--- src/rtl/logip_pkg.sv ---
// Shared types and constants for the logic analyser readout path.
// Holds the readout state encoding and the sample geometry.
package logip_pkg;

    localparam int SMP_W         = 32;
    localparam int BYTES_PER_SMP = 4;
    localparam int CNT_W_DEF     = 16;
    localparam int REM_W         = CNT_W_DEF + 2;
    localparam int MEM_LAT_DEF   = 1;

    typedef enum logic [2:0] {
        ST_IDLE,
        ST_REQ,
        ST_WAIT,
        ST_SEND,
        ST_NEXT,
        ST_DONE
    } rdo_state_e;

endpackage

--- src/rtl/rdo_byte_sel.sv ---
// Picks the next enabled byte lane of a sample.
// With first_i set it returns the lowest enabled lane.
module rdo_byte_sel
    import logip_pkg::*;
(
    input  logic [BYTES_PER_SMP-1:0] mask_i,
    input  logic [1:0]               idx_i,
    input  logic                     first_i,
    output logic [1:0]               nxt_o,
    output logic                     none_o
);

    // Scan downwards so the lowest qualifying lane wins.
    always_comb begin
        nxt_o  = '0;
        none_o = 1'b1;
        for (int k = BYTES_PER_SMP - 1; k >= 0; k--) begin
            if (mask_i[k] && (first_i || (k > int'(idx_i)))) begin
                nxt_o  = 2'(k);
                none_o = 1'b0;
            end
        end
    end

endmodule

--- src/rtl/mmu_readout.sv ---
// Reads captured samples from the MMU and streams the enabled
// bytes of each sample, LSB first, to the UART transmitter.
module mmu_readout
    import logip_pkg::*;
#(
    parameter int MEM_LAT = MEM_LAT_DEF,
    parameter int CNT_W   = CNT_W_DEF
) (
    input  logic                     clk_i,
    input  logic                     rst_in,
    input  logic                     start_i,
    input  logic                     abort_i,
    input  logic [CNT_W-1:0]         read_cnt_i,
    input  logic [BYTES_PER_SMP-1:0] grp_en_i,
    output logic                     mem_read_o,
    input  logic [SMP_W-1:0]         mem_q_i,
    output logic [7:0]               tx_data_o,
    output logic                     tx_stb_o,
    input  logic                     tx_ready_i,
    output logic                     busy_o,
    output logic                     done_o
);

    localparam int RW = CNT_W + 2;

    rdo_state_e               state_q, state_d;
    logic [RW-1:0]            rem_q, rem_d;
    logic [BYTES_PER_SMP-1:0] mask_q, mask_d;
    logic [2:0]               wcnt_q, wcnt_d;
    logic [SMP_W-1:0]         smp_q, smp_d;
    logic [1:0]               idx_q, idx_d;

    logic [1:0] sel_nxt;
    logic       sel_none;

    rdo_byte_sel u_sel (
        .mask_i  (mask_q),
        .idx_i   (idx_q),
        .first_i (state_q == ST_WAIT),
        .nxt_o   (sel_nxt),
        .none_o  (sel_none)
    );

    always_ff @(posedge clk_i) begin
        if (!rst_in) begin
            state_q <= ST_IDLE;
            rem_q   <= '0;
            mask_q  <= '0;
            wcnt_q  <= '0;
            smp_q   <= '0;
            idx_q   <= '0;
        end else begin
            state_q <= state_d;
            rem_q   <= rem_d;
            mask_q  <= mask_d;
            wcnt_q  <= wcnt_d;
            smp_q   <= smp_d;
            idx_q   <= idx_d;
        end
    end

    always_comb begin
        state_d    = state_q;
        rem_d      = rem_q;
        mask_d     = mask_q;
        wcnt_d     = wcnt_q;
        smp_d      = smp_q;
        idx_d      = idx_q;
        mem_read_o = 1'b0;
        tx_stb_o   = 1'b0;
        tx_data_o  = '0;
        busy_o     = 1'b0;
        done_o     = 1'b0;
        unique case (state_q)
            ST_IDLE: begin
                if (start_i && !abort_i) begin
                    rem_d   = {read_cnt_i, 2'b11};
                    mask_d  = grp_en_i;
                    state_d = ST_REQ;
                end
            end
            ST_REQ: begin
                busy_o     = 1'b1;
                mem_read_o = 1'b1;
                wcnt_d     = 3'(MEM_LAT);
                state_d    = ST_WAIT;
            end
            ST_WAIT: begin
                busy_o = 1'b1;
                // Last count is the cycle the MMU drives valid data.
                if (wcnt_q == 3'd1) begin
                    smp_d   = mem_q_i;
                    idx_d   = sel_nxt;
                    state_d = sel_none ? ST_NEXT : ST_SEND;
                end else begin
                    wcnt_d = wcnt_q - 3'd1;
                end
            end
            ST_SEND: begin
                busy_o    = 1'b1;
                tx_stb_o  = 1'b1;
                tx_data_o = smp_q[{idx_q, 3'b000} +: 8];
                if (tx_ready_i) begin
                    if (sel_none) state_d = ST_NEXT;
                    else          idx_d   = sel_nxt;
                end
            end
            ST_NEXT: begin
                busy_o = 1'b1;
                if (rem_q == '0) begin
                    state_d = ST_DONE;
                end else begin
                    rem_d   = rem_q - 1'b1;
                    state_d = ST_REQ;
                end
            end
            ST_DONE: begin
                done_o  = 1'b1;
                state_d = ST_IDLE;
            end
            default: state_d = ST_IDLE;
        endcase
        if (abort_i) state_d = ST_IDLE;
    end

endmodule

--- config.mk ---
export PLATFORM = sky130hd
export DESIGN_NAME = mmu_readout
export DESIGN_NICKNAME = d
export VERILOG_FILES = /design/src/rtl/logip_pkg.sv /design/src/rtl/rdo_byte_sel.sv /design/src/rtl/mmu_readout.sv
export SDC_FILE = /design/constraint.sdc
export NUM_CORES = 1
export LEC_CHECK = 0
export BUFFER_PORTS_ARGS = -buffer_cell sky130_fd_sc_hd__buf_2
export CORE_ASPECT_RATIO = 1.2
export CORE_MARGIN = 1.5
export CORE_UTILIZATION = 55
export CTS_BUF_LIST = sky130_fd_sc_hd__clkbuf_16
export DETAILED_ROUTE_END_ITERATION = 6
export MAX_ROUTING_LAYER = met4
export PLACE_DENSITY = 0.88
export SLEW_MARGIN = 25
export SYNTH_ARGS = -nofsm -noshare
export SYNTH_HDL_FRONTEND = slang
export SYNTH_SLANG_ARGS = --single-unit
export TNS_END_PERCENT = 30
--- constraint.sdc ---
create_clock -name clk_i -period 2.2 [get_ports clk_i]
set_input_delay 0.11 -clock clk_i [delete_from_list [all_inputs] [get_ports clk_i]]
set_output_delay 0.11 -clock clk_i [all_outputs]
set_load 0.1 [all_outputs]
* Yosys cells after proc, flatten, opt, wreduce, memory -nomap -nowiden *
Cells that the tools add are included.

storage, ports and cells
  register bits = 62
  bits of input ports = 57
  output and inout bits = 12
  logic and storage cells = 77

cells by class
  add/sub/neg operators = 2
  magnitude comparators = 3
  equality and inequality tests = 13
  shift operators = 1
  multiplexer cells = 29
  bitwise gates (word level) = 1
  reductions and logical operators = 22

operators with widths
  operator                                             number
  2-to-1 mux 18 bit                                    2
  one-hot mux 18 bit (2 select lines)                  1
  variable part select 32 x 6 -> 8 bit                 1
  2-to-1 mux 3 bit                                     7
  zero test 18 bit                                     1
  subtractor 18 x 1 -> 18 bit (second input constant)  1
  one-hot mux 3 bit (5 select lines)                   1
  2-to-1 mux 2 bit                                     7
  != test 2 bit (second input constant)                7
  2-to-1 mux 1 bit                                     8
  2-to-1 mux 8 bit                                     1
  AND reduction 4 bit                                  2
  == test 3 x 1 -> 1 bit (second input constant)       2
  == test 3 x 2 -> 1 bit (second input constant)       2
  == test 3 bit (second input constant)                2
  one-hot mux 3 bit (2 select lines)                   1
  AND reduction 2 bit                                  3
  nonzero test 2 bit                                   3
  logical AND 1 bit                                    5
  > comparator 2 bit (first input constant)            2
  one-hot mux 2 bit (2 select lines)                   1
  OR reduction 4 bit                                   1
  zero test 3 bit                                      1
  logical OR 1 bit                                     3
  6 further kinds                                      6

* Depth between registers and ports, before layout *
Gate-level depths: netlist of run 1.

  depth in word-level cells = 10
  gate-level depth with buffers = 9
  mapped depth without buffers = 7

* Modules after synthesis *
A second synthesis of run 1 with hierarchy kept.

unflattened totals
  cell total of the unflattened synthesis = 402
  area, all modules = 3211.8 um^2

modules (own cells, without submodules)
  module        times used  cells an instance  area each (um^2)  seq. area each (um^2)
  mmu_readout   1           387                3125.5            1241.2
  rdo_byte_sel  1           15                 86.3              0.0

* Worst setup path before layout of run 1 *
Ideal clock, no wire load.

  path type = register to output
  from = register state_q[0]
  to = output busy_o
  arrival = 2.223 ns
  data required time = 2.090 ns
  path slack = -0.133 ns
  cell stages (with the launch flop) = 5
  buffers on the path = 2
  path through = dfxtp_1 > clkbuf_1 > clkbuf_1 > nor3_1 > nor2_1

on the way
  cells in the longest elaborated chain, start to end = 3
  elaborated cells on any way between the ends = 6
  classes of those cells = eq/ne: 4; mux: 1; reduce/logical: 1

ends and longest elaborated chain
  item                                         RTL line           source
  from (decl)                                  mmu_readout.sv:26  rdo_state_e state_q, state_d;
  from (signal assigned)                       mmu_readout.sv:53  state_q <= state_d;
  == test 3 bit, or another cell as far along  mmu_readout.sv:74  unique case (state_q)
  OR reduction 4 bit (no source line) (*)      n/a
  2-to-1 mux 1 bit (*)                         mmu_readout.sv:74
  to (decl)                                    mmu_readout.sv:20  output logic busy_o,

Every way passes the cells marked *; elsewhere a longest branch is shown, timed or not.

* Worst setup path in the final report of run 1 *
  from = register rem_q[0]
  to = register rem_q[8]

on the way
  cells in the longest elaborated chain, start to end = 3
  elaborated cells on any way between the ends = 6
  classes of those cells = add/sub: 1; eq/ne: 1; mux: 2; reduce/logical: 2

ends and longest elaborated chain
  item                                                                               RTL line                                source
  from (decl)                                                                        mmu_readout.sv:27                       logic [RW-1:0] rem_q, rem_d;
  from (signal assigned)                                                             mmu_readout.sv:54                       rem_q <= rem_d;
  subtractor 18 x 1 -> 18 bit / zero test 18 bit (equally long branches)             mmu_readout.sv:113, mmu_readout.sv:110
  2-to-1 mux 18 bit / != test 2 bit (equally long branches)                          n/a
  one-hot mux 18 bit (2 select lines) / AND reduction 3 bit (equally long branches)  n/a

Parallel ways exist; a longest one is shown, timed or not. The select of a mux whose other input is x is not followed.
A chain may end at the register's enable or synchronous reset.

==> impl_results.md, run 1 <==
* Status: complete, no violations
* RSZ-0062 raised after global routing: false
* Worst Skew at between 0.003 and 0.004 ns
* Data required, critical path at 2.39 ns
* XOR/XNOR Fraction of Synth Area at less than 1%
* Sw power at about 750 uW
* Pin count of the biggest net entering global routing at 33
* Max Freq at 476 MHz
* 1st-iter DRT viols at between 300 and 400
* Max_slew headroom at between 50 and 60%
* Setup bufs post-CTS at 0
* Largest family of logic cells by synthesized area: simple AND/OR/NAND/NOR gates
* GPL Wtd Cong at 0.838
* Post-synth EDFFs at 0
* Global route overflow at 0
* Synth cell types at 59
* Worst Setup SP: rem_q[0]$_SDFFE_PN0P_
* Final hold violation count at 0
* Final net count at around 540
* Flops & latches, synth at a little over 60
* Clock Sinks at 62
* Compound-gate portion of the synthesized area at 22.4%
* VDD IR max at about 620 uV
* Worst slew pin tran at between 0.6 and 0.7 ns
* Layout area overhead at 23.0%
* Slew Limit Fails at 0
* R2r endpoint: rem_q[8]$_SDFFE_PN0P_
* Worst hold-check path type: in2reg
* Synthesized netlist cell count at roughly 420
* Synth Area in Adders at under 10%
* FF-to-FF Start: rem_q[0]$_SDFFE_PN0P_
* H-tree depth at 3
* Multiplexer area fraction after synthesis at between 6 and 7%
* Starting Density at 57.9%
* Simple-gate share of the synthesized area at between 20% and 30%
* Final HPWL DP at approximately 5700 um
* Avg Inst Size Synth at approximately 8 um^2
* Syn_nets at 477
* Reg clk slew, reported paths at approximately 0.060 ns
* Clk_lat worst skew at between 0.3 and 0.4 ns
* Worst Reg-to-Reg Cells at 6
* Drt pass-1 iters at 5
* Vias in the first global route at around 3.2k
* Rows at 30
* Pwr Density at about 740 nW/um^2
* Max-Cap Viols at 0
* Hold slack at 0.0142 ns
* Internal power at 2.28 mW
* Crit-path max FO at 5
* Cts bufs inserted at 9
* Period minus WS final at roughly 2.1 ns
* Net Sw Frac at 24.7%
* Synth Flop Type: dfxtp_1
* Clock power frac at 50.3%
* CORE AREA at between 5000 and 6000 um^2
* Die Height at around 90 um
* First-pass GRT wire length at about 14000 um
* Buffers added on ports at 68
* WL/cell at approximately 15 um
* Setup TNS Final at 0 ns
* Setup violators final at 0
* CP Launch Type: flop
* Critical path class: reg2reg
* Filler Cell Count at 437
* CP endpoint kind: flop
* Clk Tree Root Cell: clkbuf_16
* Die ar. at roughly 6500 um^2
* CTS tree: yes
* Vias per inst at 5.90
* Worst R2R Setup Slack at between 0.1 and 0.15 ns
* Yosys warnings at 0
* Die W at around 74 um
* Initial antenna violation count at 0
* ANT cells at 0
* Leakage Power at about 1.6 nW
* Post-DRT Antenna Nets at 0
* Critical Path AT at 2.29 ns
* Via count at about 3.4k
* Ys async rst share at 0%
* Routed WL at a little under 9000 um
* DRC at 0
* Register area share after synthesis at 37.3%
* CP endpoint: rem_q[8]$_SDFFE_PN0P_
* Gate power share at 10.9%
* Share of cells above drive strength 1 at between 20% and 30%
* Max Root-Sink Buffers at 2
* I/O pins at just under 70
* Final period util at a little over nine tenths
* GRT Total Usage at between 20 and 30%
* Hold_buf cts at 0
* Syn Std Cell Area at 3330 um^2
* Flop pwr share at between 30% and 40%
-- worst min path at each step --
stage	startpoint	endpoint	slack, ns	cells past startpoint
floorplan	mem_q_i[0]	smp_q[0]$_SDFFE_PN0P_	0.25	2
global placement	mem_q_i[24]	smp_q[24]$_SDFFE_PN0P_	0.35	3
detailed placement	mem_q_i[2]	smp_q[2]$_SDFFE_PN0P_	0.36	3
CTS	mem_q_i[31]	smp_q[31]$_SDFFE_PN0P_	0.01	3
global route	mem_q_i[31]	smp_q[31]$_SDFFE_PN0P_	0.02	3
finish	mem_q_i[31]	smp_q[31]$_SDFFE_PN0P_	0.01	3
-- power by group through the flow --
stage / Sequential, mW / Clock (mW) / Combinational [mW]
after floorplan: 1.19 / 0 / 0.216
after global placement: 1.20 / 0 / 0.311
after detailed placement: 1.20 / 0 / 0.319
after CTS: 1.18 / 1.53 / 0.322
after global routing: 1.18 / 1.57 / 0.361
final: 1.18 / 1.52 / 0.330
-- cell usage after synthesis, types with 5 or more instances --
cell type,number,area (um^2)
a21oi_1,62,310
nor3_1,12,60.1
inv_1,14,52.6
a31oi_1,5,31.3
nand2_1,99,372
and3_1,13,81.3
dfxtp_1,62,1240
clkbuf_1,19,71.3
nor2_1,21,78.8
o21ai_0,5,25.0
o22ai_1,5,31.3
buf_2,7,35.0
mux4_2,8,180
o32ai_1,8,70.1
-- worst max-delay path, cell delays in order (launching register included) --
cell	delay, ns
dfxtp_1	0.32
inv_2	0.09
ha_2	0.21
or4b_4	0.52
or4_2	0.57
a22oi_1	0.17
o32ai_1	0.09
-- metal layers --
metal	track usage, %	wire length (um)
met1	34.5	3570
met5	-	0
met3	5.06	560
met2	47.1	4370
met4	14.1	167
-- metrics by stage --
| stage | util [%] | cells | cell area (um^2) | worst slack, ns | power [mW] |
|---|---|---|---|---|---|
| global placement | 65.4 | 552 | 3760 | 0.164 | 1.51 |
| global route | 71.2 | 568 | 4090 | 0.0468 | 3.11 |
| finish | 71.2 | 568 | 4090 | 0.101 | 3.03 |
| detailed placement | 65.4 | 552 | 3760 | 0.0417 | 1.52 |
| floorplan | - | 417 | 3330 | 0.0564 | 1.41 |
| CTS | 71.1 | 568 | 4080 | 0.0556 | 3.03 |
-- layout make-up --
cell class | instances | area [um^2] | share of cell area, %
Timing Repair Buffer | 85 | 480 | 11.7
Sequential cell | 62 | 1240 | 30.4
Inverter | 15 | 56.3 | 1.38
Tap cell | 80 | 100 | 2.45
Multi-Input combinational cell | 310 | 1890 | 46.2
Clock buffer | 9 | 225 | 5.50
Clock inverter | 7 | 97.6 | 2.39
-- repair_timing --
item | CTS | global route
endpoints found under the setup margin | 8 | 14
endpoints found under the hold margin | 0 | 0
cloned | 0 | 0
resized for setup | 1 | 4
-- kinds of logic after synthesis --
| family | after synthesis |
|---|---|
| flip-flops | 62 |
| multiplexers | 10 |
| XOR/XNOR | 2 |
| buffers and inverters | 45 |
| adder cells (fa/ha/maj) | 3 |
| AND/OR/NAND/NOR | 180 |
| AO/OA/AOI/OAI | 115 |
-- sequential cells by signal (all words and copies together), names as in the netlist --
name and flops:
idx_q 2, smp_q 32, rem_q 18, mask_q 4, state_q 3, wcnt_q 3
-- layout by cell type, fill, tap and decap left out, types with 5 or more instances in the layout --
cell type  count
nand2_1       99
buf_2         68
a21oi_1       62
dfxtp_1       61
nor2_1        20
buf_4         16
inv_1         13
and3_1        13
nor3_1        12
clkbuf_16      9
mux4_2         8
o32ai_1        8
o21ai_0        5
o22ai_1        5
(Power assumes the default switching activity.)
==> run 2: changes to the inputs <==
- HOLD_SLACK_MARGIN: not set -> 0.03
==> impl_results.md, run 2 (synthesized netlist as in run 1, its figures left out) <==
* Final Core Density at 75.1% (+3.8 points)
* Largest regs: smp_q (32), rem_q (18), mask_q (4)
* Buffers added on ports at 68 (unchanged)
* Post-route cell area at 4310 um^2 (+5.4%)
* Worst slew pin tran at 0.699 ns (+0.0108 ns)
* Clock Sinks at 62 (unchanged)
* Largest Register: smp_q
* Slew Limit Fails at 0 (unchanged)
* Vias in the first global route at 3484 (+8.2%)
* Pin count of the biggest net entering global routing at 33 (unchanged)
* Sw power at 768 uW (+2.6%)
* Max FFs per register at 32 (unchanged)
* H-tree depth at 3 (unchanged)
* Final HPWL DP at 5740 um (unchanged)
* Met2 wire len at 5140 um (+18%)
* Layout area overhead at 29.6%
* WL/cell at 17.2 um (+13%)
* I/O pins at 69 (unchanged)
* Die W at 74 um (unchanged)
* GRT Total Usage at 33.9% (+4.8 points)
* Die Height at 88.2 um (unchanged)
* Status: complete, no violations
* Place WS at 0.0417 ns (unchanged)
* Slack of the critical path at 0.108 ns (+0.00742 ns)
* 1st-iter DRT viols at 378 (+24%)
* Post-DRT Antenna Nets at 0 (unchanged)
* Pwr Density at 713 nW/um^2 (-3.7%)
* Final net count at 565 (+4.1%)
* Max Freq at 478 MHz (+0.35%)
* Final period util at 95.1% (-0.34 points)
* Starting Density at 57.9% (unchanged)
* Vias per inst at 6.06 (+2.6%)
* Setup TNS Final at 0 ns (unchanged)
* Final hold violation count at 0 (unchanged)
* Setup bufs post-CTS at 0 (unchanged)
* First-pass GRT wire length at 16200 um (+14%)
* Gate power share at 11.9% (+1.0 points)
* Die ar. at 6530 um^2 (unchanged)
* Most common cell after layout, fill and taps aside: nand2_1
* Worst Skew at 0.00653 ns (+0.00288 ns)
* Reg clk slew, reported paths at 0.06 ns (about the same)
* Global route overflow at 0 (unchanged)
* Critical Path AT at 2.29 ns (about the same)
* Via count at 3573 (+6.6%)
* VDD IR max at 631 uV (+2.6%)
* Clk_lat worst skew at 0.34 ns (about the same)
* Data required, critical path at 2.40 ns (about the same)
* Metal-1 WL at 3820 um (+6.9%)
* Critical path class: reg2reg
* Highest metal used: met4
* Net Sw Frac at 25.0% (+0.28 points)
* ANT cells at 0 (unchanged)
* Cts bufs inserted at 9 (unchanged)
* Hold slack at 0.0308 ns (+0.0167 ns)
* Worst hold-check path type: in2reg
* Max_slew headroom at 52.9% (-0.73 points)
* CTS tree: yes
* Drt pass-1 iters at 5 (unchanged)
* Routed WL at 10100 um (+17%)
* Metal3 WL at 656 um (+17%)
* Max-Cap Viols at 0 (unchanged)
* GPL Wtd Cong at 0.838 (unchanged)
* Max Root-Sink Buffers at 2 (unchanged)
* RSZ-0062 raised after global routing: false
* Crit-path max FO at 5 (unchanged)
* CP Launch Type: flop
* CORE AREA at 5740 um^2 (unchanged)
* Placed inst area at 3760 um^2 (unchanged)
* Most frequent cells in the layout: 99 x nand2_1, 68 x buf_2, 62 x a21oi_1
* CP endpoint kind: flop
* Flop pwr share at 38.3% (-0.6 points)
* Share of cells above drive strength 1 at 26.1% (-1.2 points)
* Initial antenna violation count at 0 (unchanged)
* Clk Tree Root Cell: clkbuf_16
* Internal power at 2.31 mW (+1.1%)
* Setup violators final at 0 (unchanged)
* Leakage Power at 1.72 nW (+5.7%)
* Rows at 30 (unchanged)
* Clock power frac at 49.8% (-0.5 points)
* DRC at 0 (unchanged)
* Period minus WS final at 2.09 ns (-0.00741 ns)
[run 2: repair_timing]
| action | in CTS | in global routing |
|---|---|---|
| endpoints found under the hold margin | 22 | 0 |
| setup endpoints to repair | 8 | 14 |
| resized for setup | 1 | 4 |
| hold buffers | 22 | 0 |
| pin swaps | 0 | 0 |
[run 2: metal layers]
| metal | GRT usage [%] | vias up |
|---|---|---|
| li1 | - | 1671 |
| met3 | 6.33 | 45 |
| met1 | 36.9 | 1657 |
| met4 | 20.9 | 0 |
| met5 | - | - |
| met2 | 56.3 | 200 |
[run 2: per-stage QoR]
step | std cells | power (mW)
after floorplan | 417 | 1.41
after global placement | 552 | 1.51
after detailed placement | 552 | 1.52
after CTS | 590 | 3.06
after global routing | 590 | 3.15
final | 590 | 3.08
[run 2: critical path: stages (launching register included)]
cell and delay (ns):
dfxtp_1 0.32, inv_2 0.09, ha_2 0.21, or4b_4 0.52
or4_2 0.57, a22oi_1 0.17, o32ai_1 0.09
[run 2: final timing paths]
kind,from,endpoint,slack (ns),depth (start not counted)
worst max-delay path,rem_q[0]$_SDFFE_PN0P_,rem_q[8]$_SDFFE_PN0P_,0.11,6
worst min-delay path,mem_q_i[11],smp_q[11]$_SDFFE_PN0P_,0.03,3
worst max register to register,rem_q[0]$_SDFFE_PN0P_,rem_q[8]$_SDFFE_PN0P_,0.11,6
worst min register to register,smp_q[29]$_SDFFE_PN0P_,smp_q[29]$_SDFFE_PN0P_,0.46,2
[run 2: final cells by class]
class | instances | area (um^2)
clock buffers | 9 | 225
inverters | 15 | 56.3
well taps | 80 | 100
repair buffers | 107 | 701
fillers | 390 | 1430
clock inverters | 7 | 97.6
multi-input cells | 310 | 1890
flip-flops and latches | 62 | 1240
[run 2: power by group through the flow]
stage	logic (mW)	clock network (mW)	registers [mW]
global route	0.396	1.57	1.18
detailed placement	0.319	0	1.20
finish	0.365	1.53	1.18
CTS	0.352	1.53	1.18
floorplan	0.216	0	1.19
global placement	0.311	0	1.20
==> run 3: changes to the inputs <==
- clock period: 2.2 -> 2.05 ns (I/O delays scaled with it)
==> impl_results.md, run 3 (synthesized netlist as in run 1, its figures left out) <==
* Critical path class: reg2reg
* Share of cells above drive strength 1 at 28.0% (+2.0 points)
* Worst slew pin tran at 0.602 ns (-0.0980 ns)
* Worst Skew at 0.00739 ns (+0.000865 ns)
* Global route overflow at 0 (unchanged)
* Leakage Power at 1.76 nW (+2.8%)
* CP endpoint kind: flop
* Storage element area at 1240 um^2 (+0.20%)
* Final hold violation count at 0 (unchanged)
* Setup violators final at 0 (unchanged)
* Rows at 30 (unchanged)
* Hold slack at 0.00932 ns (-0.0215 ns)
* ANT cells at 0 (unchanged)
* Layout area overhead at 31.9%
* WL/cell at 17.9 um (+4.3%)
* Status: complete, no violations
* Clock Sinks at 62 (unchanged)
* Origin of the worst min-delay path: mem_q_i[19]
* Pin count of the biggest net entering global routing at 39 (+18%)
* Worst hold-check path type: in2reg
* Global Route met1 Usage at 37.1% (+0.19 points)
* Slack of the critical path at 0.00897 ns (-0.0994 ns)
* Worst path slowest cell: or4b_4
* Max-Cap Viols at 0 (unchanged)
* Vias per inst at 6.20 (+2.5%)
* Drt pass-1 iters at 5 (unchanged)
* Via count at 3704 (+3.7%)
* Final net count at 572 (+1.2%)
* Met3 usage at 7.71% (+1.4 points)
* Place WS at -0.0240 ns (-0.0656 ns)
* I/O pins at 69 (unchanged)
* DRC at 0 (unchanged)
* Data required, critical path at 2.27 ns (-0.13 ns)
* Post-DRT Antenna Nets at 0 (unchanged)
* Crit-path max FO at 5 (unchanged)
* Design Power at 3.20 mW (+4.2%)
* Max Freq at 490 MHz (+2.5%)
* Clk Tree Root Cell: clkbuf_16
* Critical path's largest stage delay at 0.52 ns (-0.05 ns)
* CP Launch Type: flop
* CTS tree: yes
* FF-to-FF Start: rem_q[0]$_SDFFE_PN0P_
* Die W at 74 um (unchanged)
* 1st-iter DRT viols at 432 (+14%)
* Gr busiest metal: met2
* Met2 Usage GRT at 58.6% (+2.4 points)
* Clk_lat worst skew at 0.33 ns (about the same)
* GPL Wtd Cong at 0.848 (+1.2%)
* Buffers added on ports at 68 (unchanged)
* Reg clk slew, reported paths at 0.06 ns (about the same)
* Post-route cell area at 4390 um^2 (+1.8%)
* Largest regs: smp_q (32), rem_q (18), mask_q (4)
* First-pass GRT wire length at 16700 um (+3.5%)
* H-tree depth at 3 (unchanged)
* Die ar. at 6530 um^2 (unchanged)
* Pwr Density at 730 nW/um^2 (+2.3%)
* Worst Setup SP: rem_q[0]$_SDFFE_PN0P_
* Vias in the first global route at 3649 (+4.7%)
* Final period util at 99.6% (+4.5 points)
* Routed WL at 10700 um (+5.5%)
* Slew Limit Fails at 0 (unchanged)
* Max FFs per register at 32 (unchanged)
* Final HPWL DP at 5950 um (+3.8%)
* Crit path max-delay family: simple AND/OR/NAND/NOR gates
* Die Height at 88.2 um (unchanged)
* Period minus WS final at 2.04 ns (-0.0506 ns)
* VDD IR max at 628 uV (-0.60%)
* Most common cell after layout, fill and taps aside: nand2_1
* WP buf/inv at 1 (unchanged)
* Max Root-Sink Buffers at 2 (unchanged)
* Filler Cell Count at 363 (-6.9%)
* Most frequent cells in the layout: 98 x nand2_1, 67 x buf_2, 62 x a21oi_1
* GRT Total Usage at 34.3% (+0.41 points)
* Initial antenna violation count at 0 (unchanged)
* Crit path cell chain: inv_1, ha_1, or4b_4, nor2_4, nand2_2, xnor2_2, a2111oi_4
* Critical Path AT at 2.26 ns (-0.03 ns)
* Placed inst area at 3830 um^2 (+2.0%)
* Max_slew headroom at 59.6% (+6.7 points)
* CORE AREA at 5740 um^2 (unchanged)
* Starting Density at 57.9% (unchanged)
* Largest Register: smp_q
* Footprint of the multi-input gates at 1930 um^2 (+2.1%)
* RSZ-0062 raised after global routing: true
* Cts bufs inserted at 9 (unchanged)
[run 3: cell types whose count changed in the layout (fill, tap and decap cells not counted), moves of 2 or more]
cell	change
buf_6	+2
inv_1	+2
dlygate4sd3_1	-3
buf_4	+8
[run 3: power breakdown]
part	switching [mW]	internal [mW]
Clock	0.568	0.931
Sequential	0.0329	1.23
Combinational	0.238	0.202
[run 3: metrics by stage]
stage          cells  setup TNS, ns  utilization [%]
2_1_floorplan    417         -0.176                -
3_3_place_gp     560              0             66.7
3_5_place_dp     560        -0.0240             66.7
4_1_cts          595              0             75.3
5_1_grt          597         -0.347             76.4
6_report         597              0             76.4
[run 3: path summary, 6_finish.rpt]
check	depth (start not counted)	slack [ns]	to
setup / recovery	7	0.009	rem_q[16]$_SDFFE_PN0P_
hold / removal	3	0.009	smp_q[19]$_SDFFE_PN0P_
setup reg to reg	7	0.009	rem_q[16]$_SDFFE_PN0P_
hold reg to reg	2	0.47	smp_q[0]$_SDFFE_PN0P_
[run 3: layout make-up]
| type | instances | share of cell area [%] |
|---|---|---|
| multi-input cells | 310 | 43.9 |
| inverters | 15 | 1.28 |
| clock inverters | 7 | 1.51 |
| clock buffers | 9 | 5.13 |
| well taps | 80 | 2.28 |
| flip-flops and latches | 62 | 28.4 |
| repair buffers | 114 | 17.5 |
[run 3: worst reg2reg max path, cell delays in order (launching register included)]
cell and delay (ns):
dfxtp_1 0.32, inv_1 0.08, ha_1 0.17, or4b_4 0.52
nor2_4 0.21, nand2_2 0.09, xnor2_2 0.16, a2111oi_4 0.39
[run 3: metal layers]
metal  part of all wire [%]  vias up  routed length (um)
met5                      0        -                   0
met2                     50      263                5380
met3                    8.0       69                 860
li1                       -     1681                   -
met1                     36     1691                3880
met4                    5.4        0                 573
[run 3: what timing repair did]
item                                    CTS  global route
hold buffers                             19             0
hold endpoints to repair                 19             0
buffers inserted                          0             2
endpoints found under the setup margin    9            21
gates resized for setup                   3            11
pin swaps                                 1             2
